### src/rtl/tm1638_responder.sv
// -----------------------------------------------------------------------------
// tm1638_responder
//   Device-side end of the TM1638 three-wire serial link. It emulates a TM1638
//   chip so a host driver can be brought up or loop-tested against it. It
//   decodes command frames framed by stb_n low and stores 16x8 display RAM plus
//   display control. For key-read commands it shifts key-scan bytes back on DIO.
//   All bytes travel LSB first.
//
// Parameters
//   SYNC_STAGES  flops in each stb_n/sclk/dio input synchroniser (>=2)
//   KEY_BYTES    bytes returned per key-read frame
//
// Ports
//   clk, rst     system clock, asynchronous active-high reset
//   stb_n        frame strobe from host (active low)
//   sclk_in      serial clock from host (idles high)
//   dio_in       serial data from host
//   dio_out      serial data to host, valid while dio_oe=1
//   dio_oe       DIO drive enable, high only while key bits are being shifted
//   keys         key-scan data, keys[0] is the first bit sent
//   rd_addr      display RAM read address
//   rd_data      display RAM content at rd_addr (combinational)
//   display_on   display-control bit 3
//   brightness   display-control bits [2:0]
//   frame_err    one-clk pulse when stb_n rises with a partial byte received
//
// Configuration
//   TM1638_RESP_KEY_LATCH_EN  when defined, keys are snapshotted on the clk that
//   decodes the read command, and the frame shifts out that snapshot. When it is
//   undefined, each bit is taken live from keys at its sclk falling edge.
// -----------------------------------------------------------------------------
module tm1638_responder #(
  parameter int SYNC_STAGES = 2,
  parameter int KEY_BYTES   = 4
) (
  input  logic                   clk,
  input  logic                   rst,
  input  logic                   stb_n,
  input  logic                   sclk_in,
  input  logic                   dio_in,
  output logic                   dio_out,
  output logic                   dio_oe,
  input  logic [8*KEY_BYTES-1:0] keys,
  input  logic [3:0]             rd_addr,
  output logic [7:0]             rd_data,
  output logic                   display_on,
  output logic [2:0]             brightness,
  output logic                   frame_err
);

  localparam int KEY_BITS = 8 * KEY_BYTES;
  localparam int BYTE_W   = (KEY_BYTES > 1) ? $clog2(KEY_BYTES) : 1;

  typedef enum logic [2:0] {
    S_IDLE   = 3'd0,
    S_CMD    = 3'd1,
    S_WDATA  = 3'd2,
    S_RDATA  = 3'd3,
    S_IGNORE = 3'd4
  } state_t;

  state_t state_r, state_nxt_s;

  logic [SYNC_STAGES-1:0] stb_sync_r, sclk_sync_r, dio_sync_r;
  logic stb_prev_r, sclk_prev_r;
  logic stb_s, sclk_s, dio_s;
  logic stb_fall_s, stb_rise_s, sclk_rise_s, sclk_fall_s;

  logic [2:0]        bit_cnt_r;
  logic [BYTE_W-1:0] byte_cnt_r;
  logic [6:0]        sr_r;
  logic [7:0]        byte_s;
  logic [3:0]        addr_r;
  logic              fixed_addr_r;
  logic [7:0]        ram_r [16];

  logic bit_rise_s, byte_done_s, cmd_done_s, ram_we_s;
  logic rd_start_s, rd_last_s, rd_shift_s, err_s;

  logic [KEY_BITS-1:0] keys_src_s;
  logic [BYTE_W+2:0]   key_idx_s;

  assign stb_s  = stb_sync_r[SYNC_STAGES-1];
  assign sclk_s = sclk_sync_r[SYNC_STAGES-1];
  assign dio_s  = dio_sync_r[SYNC_STAGES-1];

  assign stb_fall_s  = stb_prev_r & ~stb_s;
  assign stb_rise_s  = ~stb_prev_r & stb_s;
  assign sclk_rise_s = ~sclk_prev_r & sclk_s;
  assign sclk_fall_s = sclk_prev_r & ~sclk_s;

  // The byte being completed: the newest bit lands in the MSB.
  assign byte_s    = {dio_s, sr_r};
  assign key_idx_s = {byte_cnt_r, bit_cnt_r};
  assign rd_data   = ram_r[rd_addr];

  // Input synchronisers plus previous-value flops used for edge detection.
  always_ff @(posedge clk or posedge rst) begin
    if (rst) begin
      stb_sync_r  <= '1;
      sclk_sync_r <= '1;
      dio_sync_r  <= '0;
      stb_prev_r  <= 1'b1;
      sclk_prev_r <= 1'b1;
    end else begin
      stb_sync_r  <= {stb_sync_r[SYNC_STAGES-2:0], stb_n};
      sclk_sync_r <= {sclk_sync_r[SYNC_STAGES-2:0], sclk_in};
      dio_sync_r  <= {dio_sync_r[SYNC_STAGES-2:0], dio_in};
      stb_prev_r  <= stb_s;
      sclk_prev_r <= sclk_s;
    end
  end

  // Frame state register.
  always_ff @(posedge clk or posedge rst) begin
    if (rst) begin
      state_r <= S_IDLE;
    end else begin
      state_r <= state_nxt_s;
    end
  end

  // Next-state logic; a strobe rise always returns to idle.
  always_comb begin
    state_nxt_s = state_r;
    case (state_r)
      S_IDLE: begin
        if (stb_fall_s) state_nxt_s = S_CMD;
        else            state_nxt_s = S_IDLE;
      end
      S_CMD: begin
        if (stb_rise_s) begin
          state_nxt_s = S_IDLE;
        end else if (cmd_done_s) begin
          case (byte_s[7:6])
            2'b01:   state_nxt_s = byte_s[1] ? S_RDATA : S_IGNORE;
            2'b11:   state_nxt_s = S_WDATA;
            default: state_nxt_s = S_IGNORE;
          endcase
        end else begin
          state_nxt_s = S_CMD;
        end
      end
      S_WDATA: begin
        if (stb_rise_s) state_nxt_s = S_IDLE;
        else            state_nxt_s = S_WDATA;
      end
      S_RDATA: begin
        if (stb_rise_s)     state_nxt_s = S_IDLE;
        else if (rd_last_s) state_nxt_s = S_IGNORE;
        else                state_nxt_s = S_RDATA;
      end
      S_IGNORE: begin
        if (stb_rise_s) state_nxt_s = S_IDLE;
        else            state_nxt_s = S_IGNORE;
      end
      default: state_nxt_s = S_IDLE;
    endcase
  end

  // Per-clk action strobes derived from state and synced edges.
  always_comb begin
    bit_rise_s  = sclk_rise_s & (state_r != S_IDLE) & ~stb_rise_s;
    byte_done_s = bit_rise_s & (bit_cnt_r == 3'd7);
    cmd_done_s  = byte_done_s & (state_r == S_CMD);
    ram_we_s    = byte_done_s & (state_r == S_WDATA);
    rd_start_s  = cmd_done_s & (byte_s[7:6] == 2'b01) & byte_s[1];
    rd_last_s   = byte_done_s & (state_r == S_RDATA) &
                  (byte_cnt_r == BYTE_W'(KEY_BYTES - 1));
    rd_shift_s  = sclk_fall_s & (state_r == S_RDATA) & ~stb_rise_s;
    err_s       = stb_rise_s & (bit_cnt_r != 3'd0) &
                  ((state_r == S_CMD) | (state_r == S_WDATA));
  end

  // Bit/byte counters and receive shift register.
  always_ff @(posedge clk or posedge rst) begin
    if (rst) begin
      bit_cnt_r  <= 3'd0;
      byte_cnt_r <= '0;
      sr_r       <= 7'd0;
    end else if (stb_rise_s) begin
      bit_cnt_r  <= 3'd0;
      byte_cnt_r <= '0;
    end else if (bit_rise_s) begin
      sr_r      <= byte_s[7:1];
      bit_cnt_r <= bit_cnt_r + 3'd1;
      // The byte count only indexes key bits, so it advances in read mode only.
      if ((state_r == S_RDATA) && (bit_cnt_r == 3'd7)) begin
        byte_cnt_r <= byte_cnt_r + BYTE_W'(1);
      end
    end
  end

  // Command decode: data mode, display control and address pointer.
  always_ff @(posedge clk or posedge rst) begin
    if (rst) begin
      fixed_addr_r <= 1'b0;
      display_on   <= 1'b0;
      brightness   <= 3'd0;
      addr_r       <= 4'd0;
    end else if (cmd_done_s) begin
      case (byte_s[7:6])
        2'b01: fixed_addr_r <= byte_s[2];
        2'b10: begin
          display_on <= byte_s[3];
          brightness <= byte_s[2:0];
        end
        2'b11: addr_r <= byte_s[3:0];
        default: ;
      endcase
    end else if (ram_we_s && !fixed_addr_r) begin
      addr_r <= addr_r + 4'd1;
    end
  end

  // Display RAM, written with each complete data byte.
  always_ff @(posedge clk or posedge rst) begin
    if (rst) begin
      for (int i = 0; i < 16; i++) ram_r[i] <= 8'h00;
    end else if (ram_we_s) begin
      ram_r[addr_r] <= byte_s;
    end
  end

`ifdef TM1638_RESP_KEY_LATCH_EN
  logic [KEY_BITS-1:0] key_snap_r;

  // Key snapshot taken on the clk that decodes the read command.
  always_ff @(posedge clk or posedge rst) begin
    if (rst) begin
      key_snap_r <= '0;
    end else if (rd_start_s) begin
      key_snap_r <= keys;
    end
  end

  assign keys_src_s = key_snap_r;
`else
  assign keys_src_s = keys;
`endif

  // Key-read output drive and the frame error pulse.
  always_ff @(posedge clk or posedge rst) begin
    if (rst) begin
      dio_out   <= 1'b0;
      dio_oe    <= 1'b0;
      frame_err <= 1'b0;
    end else begin
      frame_err <= err_s;
      if (stb_rise_s || rd_last_s) begin
        dio_oe <= 1'b0;
      end else if (rd_start_s) begin
        dio_oe <= 1'b1;
      end
      if (rd_shift_s) begin
        dio_out <= keys_src_s[key_idx_s];
      end
    end
  end

endmodule

### config.mk
export PLATFORM = sky130hd
export DESIGN_NAME = tm1638_responder
export DESIGN_NICKNAME = d
export VERILOG_FILES = /design/src/rtl/tm1638_responder.sv
export SDC_FILE = /design/constraint.sdc
export NUM_CORES = 1
export LEC_CHECK = 0
export BUFFER_PORTS_ARGS = -buffer_cell sky130_fd_sc_hd__buf_2
export CORE_MARGIN = 1
export CORE_UTILIZATION = 45
export DETAILED_ROUTE_END_ITERATION = 8
export PLACE_DENSITY = 0.61
export SLEW_MARGIN = 20
export SYNTH_ARGS = -nofsm -noshare
export SYNTH_HDL_FRONTEND = slang
export SYNTH_SLANG_ARGS = --single-unit
export TNS_END_PERCENT = 10
### constraint.sdc
create_clock -name clk -period 6.2 [get_ports clk]
set_input_delay 0.62 -clock clk [delete_from_list [all_inputs] [get_ports clk]]
set_output_delay 0.62 -clock clk [all_outputs]
set_load 0.01 [all_outputs]
==> results.sh <==
export IMPL_outcome="finished, final reports clean"
export IMPL_viasPerCell=5.73
export IMPL_clk_pin_slew_ns=0.07
export IMPL_clk_path_buf_depth=2
export IMPL_yosys_area_top_type="dfrtp_1"
export IMPL_grt_pass1_vias=4712
export IMPL_cts_tree="done"
export IMPL_synthTopCellsByArea="dfrtp_1 50%, mux2_2 19%, mux4_2 12%"
export IMPL_maxSlewViolCount=0
export IMPL_holdPathStages=1
export IMPL_die_x_um=134
export IMPL_grt_overflow=0
export IMPL_pin_count=56
export IMPL_grt_max_degree=110
export IMPL_drcViolationCount=0
export IMPL_synth_cell_types=48
export IMPL_synthAdderAreaFrac=0.0128
export IMPL_whs_endpoint="sclk_sync_r[0]"
export IMPL_io_buffers=55
export IMPL_netlist_area_mm2=0.00779
export IMPL_slew_limit_headroom=0.353
export IMPL_worstPathArrival_ns=3.69
export IMPL_antenna_found_initial=0
export IMPL_numCtsBuffers=17
export IMPL_ys_seq_area_frac=0.524
export IMPL_synthMuxAreaShare=0.346
export IMPL_timing_rr_start="bit_cnt_r[0]"
export IMPL_reg2reg_setup_slack_ns=2.82
export IMPL_worstSetupPathType="flop to flop"
export IMPL_num_vias=4567
export IMPL_placedCellCount=766
export IMPL_finish_utilization=0.526
export IMPL_root_buffer="clkbuf_16"
export IMPL_insertedDiodeCount=0
export IMPL_finalCritPeriodShare=0.545
export IMPL_synth_top_area_frac=0.504
export IMPL_peakVddDrop_mv=0.212
export IMPL_layout_nets=614
export IMPL_synth_top_family_by_area="multiplexers"
export IMPL_syn_inst=522
export IMPL_wl_per_cell_um=21.4
export IMPL_critical_path_slowest_cell="dfrtp_1"
export IMPL_hold_ws_ns=0.294
export IMPL_cp_max_fo=19
export IMPL_worst_pin_slew_ns=0.970
export IMPL_powerDensity_mw_per_mm2=273
export IMPL_die_y_um=134
export IMPL_synth_compound_area_frac=0.0241
export IMPL_rows=47
export IMPL_cpPeakStageDelay_ns=0.93
export IMPL_fin_setup_tns_ns=0
export IMPL_hp_start="sclk_in"
export IMPL_grt_setup_unrepaired="no"
export IMPL_grt_pass1_wl_mm=27.2
export IMPL_postRouteAntennaNets=0
export IMPL_setup_viol=0
export IMPL_p_leak_nw=4.23
export IMPL_reg2reg_depth=7
export IMPL_async_flop_share=1.00
export IMPL_path_common_cell="ha_1"
export IMPL_cts_resized=0
export IMPL_finalClockSkew_ns=0.00830
export IMPL_synth_main_ff_cell="dfrtp_1"
export IMPL_start_util=0.465
export IMPL_final_cells=797
export IMPL_max_freq_mhz=296
export IMPL_drive_gt1_frac=0.503
export IMPL_maxCapViolations=0
export IMPL_postCtsSetupRepairBufs=0
export IMPL_holdCritPathClass="primary input to flop"
export IMPL_die_area_mm2=0.0179
export IMPL_core_area_mm2=0.0168
export IMPL_hpwl_mm=10.6
export IMPL_total_power_mw=2.41
export IMPL_clkSinkCount=163
export IMPL_cp_num_buf_inv=0
export IMPL_finalHoldViolations=0
export IMPL_yosysWarnings=0
export IMPL_postCtsHoldBufs=0
export IMPL_yosys_area_share_simple=0.0686
export IMPL_syn_nets=571
export IMPL_htreeDepth=4
export IMPL_grt_usage=0.207
export IMPL_area_delta_synth_final_pct=13.1
export IMPL_crit_chain="ha_1 -> ha_1 -> nand3b_4 -> or3_1 -> nor4b_4 -> nand2_2 -> mux2_1"
export IMPL_cp_top_family="simple AND/OR/NAND/NOR gates"
export IMPL_end_kind="flop"
export IMPL_post_route_min_period_ns=3.38
export IMPL_drt_iter0_drc=211
export IMPL_required_ns=6.51
export IMPL_worstSetupStartpointType="flop"
export IMPL_routabilityCongestion=0.756
export IMPL_postRouteWirelength_mm=17.0
export IMPL_synth_edf_count=0
export IMPL_synth_seq_cells=163
export IMPL_synth_xor_area_frac=0.00225
export IMPL_synth_area_per_cell_um2=14.9
export IMPL_drtPass1Iterations=5
export IMPL_r2r_end="ram_r[22]"
export IMPL_clk_latency_ns=0.43
state kept, by name, indices dropped and copies added (netlist names):
signal	count
ram_r	128
sr_r	7
addr_r	4
bit_cnt_r	3
brightness	3
state_r	3
byte_cnt_r	2
dio_sync_r	2
sclk_sync_r	2
stb_sync_r	2
dio_oe	1
dio_out	1
display_on	1
fixed_addr_r	1
frame_err	1
sclk_prev_r	1
stb_prev_r	1
cells by family after synthesis:
logic type	after synthesis
multiplexers	202
AND/OR/NAND/NOR	78
AO/OA/AOI/OAI	28
buffers and inverters	41
flip-flops	163
XOR/XNOR	2
adder cells (fa/ha/maj)	8
per-layer routing:
layer | track usage | vias to the layer above | routed length, um
met5 | 0 | - | 0
met4 | 0.0941 | 0 | 499
met3 | 0.0419 | 36 | 685
met2 | 0.322 | 100 | 8180
met1 | 0.281 | 2395 | 7660
li1 | - | 2036 | -
stage by stage:
step	worst slack (ns)	instance area, um^2
CTS	2.77	8820
global route	2.64	8820
finish	2.82	8820
floorplan	1.18	7790
global placement	2.89	8220
detailed placement	2.82	8220
synth_stat cells, drive strengths merged, types with 5 or more instances:
master  count
nor2b       6
nor2        9
mux2i      22
nand3      10
nand2      22
mux2      140
ha          8
clkbuf     22
mux4       40
inv         8
a21oi       9
dfrtp     157
dfstp       6
nand2b      5
buf        11
report_power, final:
part	internal [mW]	switching (mW)
Sequential	1.09	0.124
Clock	0.627	0.423
Combinational	0.0743	0.0703
cell usage in the layout (no fill, tap or decap), types with 3 or more instances in the layout:
cell | netlist | layout
nand2b_1 | 5 | 5
nand2_2 | 7 | 7
clkbuf_8 | 0 | 3
nor2b_1 | 6 | 6
ha_1 | 8 | 8
and3_1 | 3 | 3
mux2_1 | 7 | 7
a21oi_1 | 9 | 9
or3_1 | 3 | 3
dfrtp_1 | 157 | 157
nand3_2 | 8 | 8
mux4_2 | 40 | 40
clkbuf_16 | 0 | 17
nor2_1 | 9 | 9
buf_2 | 7 | 55
inv_6 | 0 | 3
nand2_1 | 15 | 15
mux2_2 | 133 | 133
inv_1 | 8 | 7
clkinv_4 | 0 | 3
nor3_1 | 4 | 4
a31oi_1 | 4 | 4
dfstp_2 | 6 | 6
mux2i_1 | 22 | 22
a22oi_1 | 4 | 4
cell type report:
type	instances	area, um^2
Tap cell	220	275
Clock buffer	21	470
Fill cell	1423	7940
Sequential cell	163	4090
Inverter	8	35.0
Clock inverter	10	121
Multi-Input combinational cell	318	3540
Timing Repair Buffer	57	290
how the worst max path moves through the flow:
stage / start / to / slack [ns] / depth (start not counted)
final: bit_cnt_r[0] / ram_r[22] / 2.82 / 7
after global routing: bit_cnt_r[0] / ram_r[38] / 2.64 / 7
after CTS: bit_cnt_r[0] / ram_r[22] / 2.77 / 7
after detailed placement: bit_cnt_r[0] / ram_r[22] / 2.82 / 7
after global placement: bit_cnt_r[0] / ram_r[22] / 2.89 / 7
after floorplan: rst / addr_r[0] / 1.18 / 1
Note: power is estimated with default switching activity, not from simulation.
